$ cat src/rtl/regfile_reader.sv
// Sequential dump engine for the register file: walks readnum over [first..last] (wrapping)
// and streams each word out over valid/ready. Define CLEAR_ON_READ_EN for destructive dumps.
module regfile_reader #(
    parameter int unsigned DATA_W = 16,
    parameter int unsigned ADDR_W = 3
) (
    input  logic              clk,
    input  logic              rst_n,
    input  logic              start,
    input  logic [ADDR_W-1:0] first,
    input  logic [ADDR_W-1:0] last,
    output logic [ADDR_W-1:0] readnum,
    input  logic [DATA_W-1:0] rf_data,
    output logic              out_valid,
    input  logic              out_ready,
    output logic [DATA_W-1:0] out_data,
    output logic [ADDR_W-1:0] out_idx,
    output logic              busy,
    output logic              done,
    output logic              write,
    output logic [ADDR_W-1:0] writenum,
    output logic [DATA_W-1:0] wr_data
);

    typedef enum logic [2:0] {
        StIdle,
        StRead,
        StHold,
        StClear,
        StDone
    } state_e;

    localparam logic [ADDR_W-1:0] IdxOne = 1;

    state_e            state_q, state_d;
    logic [ADDR_W-1:0] idx_q, idx_d;
    logic [ADDR_W-1:0] last_q, last_d;
    logic [DATA_W-1:0] out_data_q, out_data_d;
    logic [ADDR_W-1:0] out_idx_q, out_idx_d;

    always_ff @(posedge clk or negedge rst_n) begin
        if (!rst_n) begin
            state_q    <= StIdle;
            idx_q      <= '0;
            last_q     <= '0;
            out_data_q <= '0;
            out_idx_q  <= '0;
        end else begin
            state_q    <= state_d;
            idx_q      <= idx_d;
            last_q     <= last_d;
            out_data_q <= out_data_d;
            out_idx_q  <= out_idx_d;
        end
    end

    always_comb begin
        state_d    = state_q;
        idx_d      = idx_q;
        last_d     = last_q;
        out_data_d = out_data_q;
        out_idx_d  = out_idx_q;
        unique case (state_q)
            StIdle: begin
                if (start) begin
                    idx_d   = first;
                    last_d  = last;
                    state_d = StRead;
                end
            end
            StRead: begin
                out_data_d = rf_data;
                out_idx_d  = idx_q;
                state_d    = StHold;
            end
            StHold: begin
                if (out_ready) begin
`ifdef CLEAR_ON_READ_EN
                    state_d = StClear;
`else
                    if (idx_q == last_q) begin
                        state_d = StDone;
                    end else begin
                        idx_d   = idx_q + IdxOne;
                        state_d = StRead;
                    end
`endif
                end
            end
`ifdef CLEAR_ON_READ_EN
            StClear: begin
                if (idx_q == last_q) begin
                    state_d = StDone;
                end else begin
                    idx_d   = idx_q + IdxOne;
                    state_d = StRead;
                end
            end
`endif
            StDone: begin
                state_d = StIdle;
            end
            default: begin
                state_d = StIdle;
            end
        endcase
    end

    // idx_q already holds first/next index one cycle before READ, so readnum is settled in READ.
    always_comb begin
        readnum   = idx_q;
        out_data  = out_data_q;
        out_idx   = out_idx_q;
        out_valid = (state_q == StHold);
        busy      = (state_q != StIdle);
        done      = (state_q == StDone);
        wr_data   = '0;
`ifdef CLEAR_ON_READ_EN
        write     = (state_q == StClear);
        writenum  = (state_q == StClear) ? idx_q : '0;
`else
        write     = 1'b0;
        writenum  = '0;
`endif
    end

endmodule

$ cat config.mk
export PLATFORM = sky130hd
export DESIGN_NAME = regfile_reader
export DESIGN_NICKNAME = d
export VERILOG_FILES = /design/src/rtl/regfile_reader.sv
export SDC_FILE = /design/constraint.sdc
export NUM_CORES = 1
export LEC_CHECK = 0
export BUFFER_PORTS_ARGS = -buffer_cell sky130_fd_sc_hd__buf_2
export CORE_ASPECT_RATIO = 1.2
export CORE_MARGIN = 5
export CORE_UTILIZATION = 25
export DETAILED_ROUTE_END_ITERATION = 16
export SLEW_MARGIN = 20
export SYNTH_ARGS = -nofsm -noshare
export SYNTH_HDL_FRONTEND = slang
export SYNTH_SLANG_ARGS = --single-unit
$ cat constraint.sdc
create_clock -name clk -period 2.2 [get_ports clk]
set_clock_uncertainty 0.15 [all_clocks]
set_input_delay 0.22 -clock clk [delete_from_list [all_inputs] [get_ports clk]]
set_output_delay 0.22 -clock clk [all_outputs]
set_load 0.02 [all_outputs]
==> out/qor.csv <==
metric;value;unit
pin_count;71;
rsz0062_at_grt;no;
synth_edf_count;0;
slew_headroom;56.25;%
maxSlewViolCount;0;
postRouteAntennaNets;0;
vdd_ir_drop_max;0.3933;mV
grt_pass1_wl;4505;um
start_util;25.34;%
async_flop_share;100.0;%
place_congestion;0.7238;
drt_wl_total;2724;um
cts_made_buffers;3;
crit_chain;xor2_1, nor3_1, a21bo_2, mux2_4;
cts_tree;built;
routedWlPerCell;12.50;um
dieWidth;78.50;um
worstSkewPairLatency;270;ps
die-area;0.007238;mm^2
grt_max_degree;29;
post-place-ws;411.4;ps
avgSynthCellArea;13.94;um^2
first_pass_iters;2;
drt_first_iter_violations;9;
die_h;92.20;um
crit_buf_inv;0;
syn-cell-area;0.001408;mm^2
final_cells;218;
hold_path.class;in -> reg;
placed_cell_area;0.001635;mm^2
clock-sinks;28;
synth_seq_area_share;49.78;%
rows;30;
finalHoldViolations;0;
outcome;finished, final reports clean;
p_int;1.672;mW
slowest_stage;dfrtp_1;
p_per_area;1577;mW/mm^2
post-place-cells;213;
p_sw_share;38.23;%
num-nets-final;182;
clk_path_buf_depth;2;
clock-root-buffer;clkbuf_8;
fin_tns_setup;0;ps
portBuffers;50;
synth_flop_cell;dfrtp_1;
start_kind;flop;
synth.distinct_cells;28;
cap_viol_max_count;0;
grt_pass1_vias;927;
yosysWarnings;0;
worstSetupPathType;reg -> reg;
layout_setup_ws;413.2;ps
path_max_fanout;6;
setup_viol;0;
num_vias;891;
max_stage_delay;470;ps
grt_usage;7.850;%
power;2.707;mW
ys_ff_latch;28;
power_frac_seq;35.7;%
power.share.clock;15.0;%
num_antenna_cells;0;
h-tree-depth;1;
leakage;0.8665;nW
areaGrowthSynthToFinish;21.96;%
endpoint_kind;flop;
switchingPower;1.035;mW
clk_pin_slew;100;ps
vias_per_cell;4.087;
dp_hpwl;2101;um
pwr-share-comb;49.4;%
finalCritPeriodShare;81.22;%
final_area;0.001717;mm^2
antenna_found_initial;0;
arrival;1800;ps
syn_inst;101;
period_minus_slack;1787;ps
critPathRequiredTime;2210;ps
timing.fmax;559.7;MHz
grt-ovfl-total;0;
tightest_slew;656.2;ps
final_layout_size_suffix_gt1_share;55.84;%
core_area;0.005555;mm^2
crit_family;flip-flops;
drcViolationCount;0;
[cells in the mapped netlist (all sizes together) (2+ instances only)]
| library cell | count | area, um^2 |
|---|---|---|
| buf | 22 | 181.4 |
| nor2 | 2 | 15.01 |
| dfrtp | 28 | 700.7 |
| nor3 | 2 | 15.01 |
| xor2 | 3 | 26.28 |
| nor3b | 2 | 20.02 |
| inv | 2 | 7.510 |
| mux2 | 25 | 326.6 |
| a21oi | 2 | 10.01 |
[layout make-up]
type                       count  area, um^2
clock buffer                   3       41.29
clock inverter                 1       30.03
fill                         575        3839
inverter                       2       7.507
multi-input combinational     68       589.3
sequential                    28       700.7
tap                           64       80.08
timing repair buffer          52       267.8
[metrics by stage]
step           utilization [%]  hold WS, ps
2_1_floorplan                -       -225.6
3_3_place_gp             29.44        128.8
3_5_place_dp             29.44        127.5
4_1_cts                  30.90        7.848
5_1_grt                  30.90        1.954
6_report                 30.90        16.05
[power groups by stage]
stage	Clock [mW]	Sequential (mW)	Combinational, mW
final	0.405	0.965	1.34
after global routing	0.452	1.01	1.44
after CTS	0.428	0.974	1.36
after detailed placement	0	0.985	1.36
after global placement	0	0.975	1.34
after floorplan	0	1.20	0.815
[layout by cell type (no fill, tap or decap), types with 2 or more instances in the layout]
master and instances:
conb_1 20, mux2_4 12, xor2_1 3, a21oi_1 2, inv_1 2, clkbuf_8 3
mux2_2 13, dfrtp_1 28, buf_2 50
[worst register-to-register path, cell delays in order (launching register included)]
cell and delay, ps:
dfrtp_1 470, xor2_1 190, nor3_1 310, a21bo_2 260
mux2_4 310
[final timing paths]
kind / start / endpoint / slack [ps] / cells after the start
max: readnum[0] / readnum[2] / 410 / 4
min: rf_data[0] / out_data[0] / 20 / 2
max reg2reg: readnum[0] / readnum[2] / 410 / 4
min reg2reg: out_data[14] / out_data[14] / 360 / 1
min in group asynchronous: rst_n / out_idx[0] / 350 / 2
max in group asynchronous: rst_n / readnum[2] / 1130 / 2
[metal layers]
metal  track usage [%]  wire (um)
met5                 0          0
met3             1.768        208
met4             4.373         61
met2             13.60       1387
met1             8.748       1066
[registers in the layout (all words and copies together), names as in the netlist]
name      flops
out_data     16
out_idx       3
state_q       3
last_q        3
readnum       3
[cell families (layout without fill, tap and decap cells)]
group                    count (synthesis)  after routing  share of synthesized area (%)
buffers and inverters                   24             58                          13.42
adder cells (fa/ha/maj)                  1              1                         0.8887
other                                    1             20                         0.2664
AO/OA/AOI/OAI                            5              5                          2.401
XOR/XNOR                                 4              4                          2.489
AND/OR/NAND/NOR                         12             12                          6.844
flip-flops                              28             28                          49.78
multiplexers                            26             26                          23.91
[timing repair]
| item | CTS | global route |
|---|---|---|
| endpoints found under the hold margin | 28 | 0 |
| gates resized for setup | 0 | 0 |
| setup buffers | 0 | 0 |
| hold buffers | 1 | 0 |
Power figures use the tool's default switching activity.
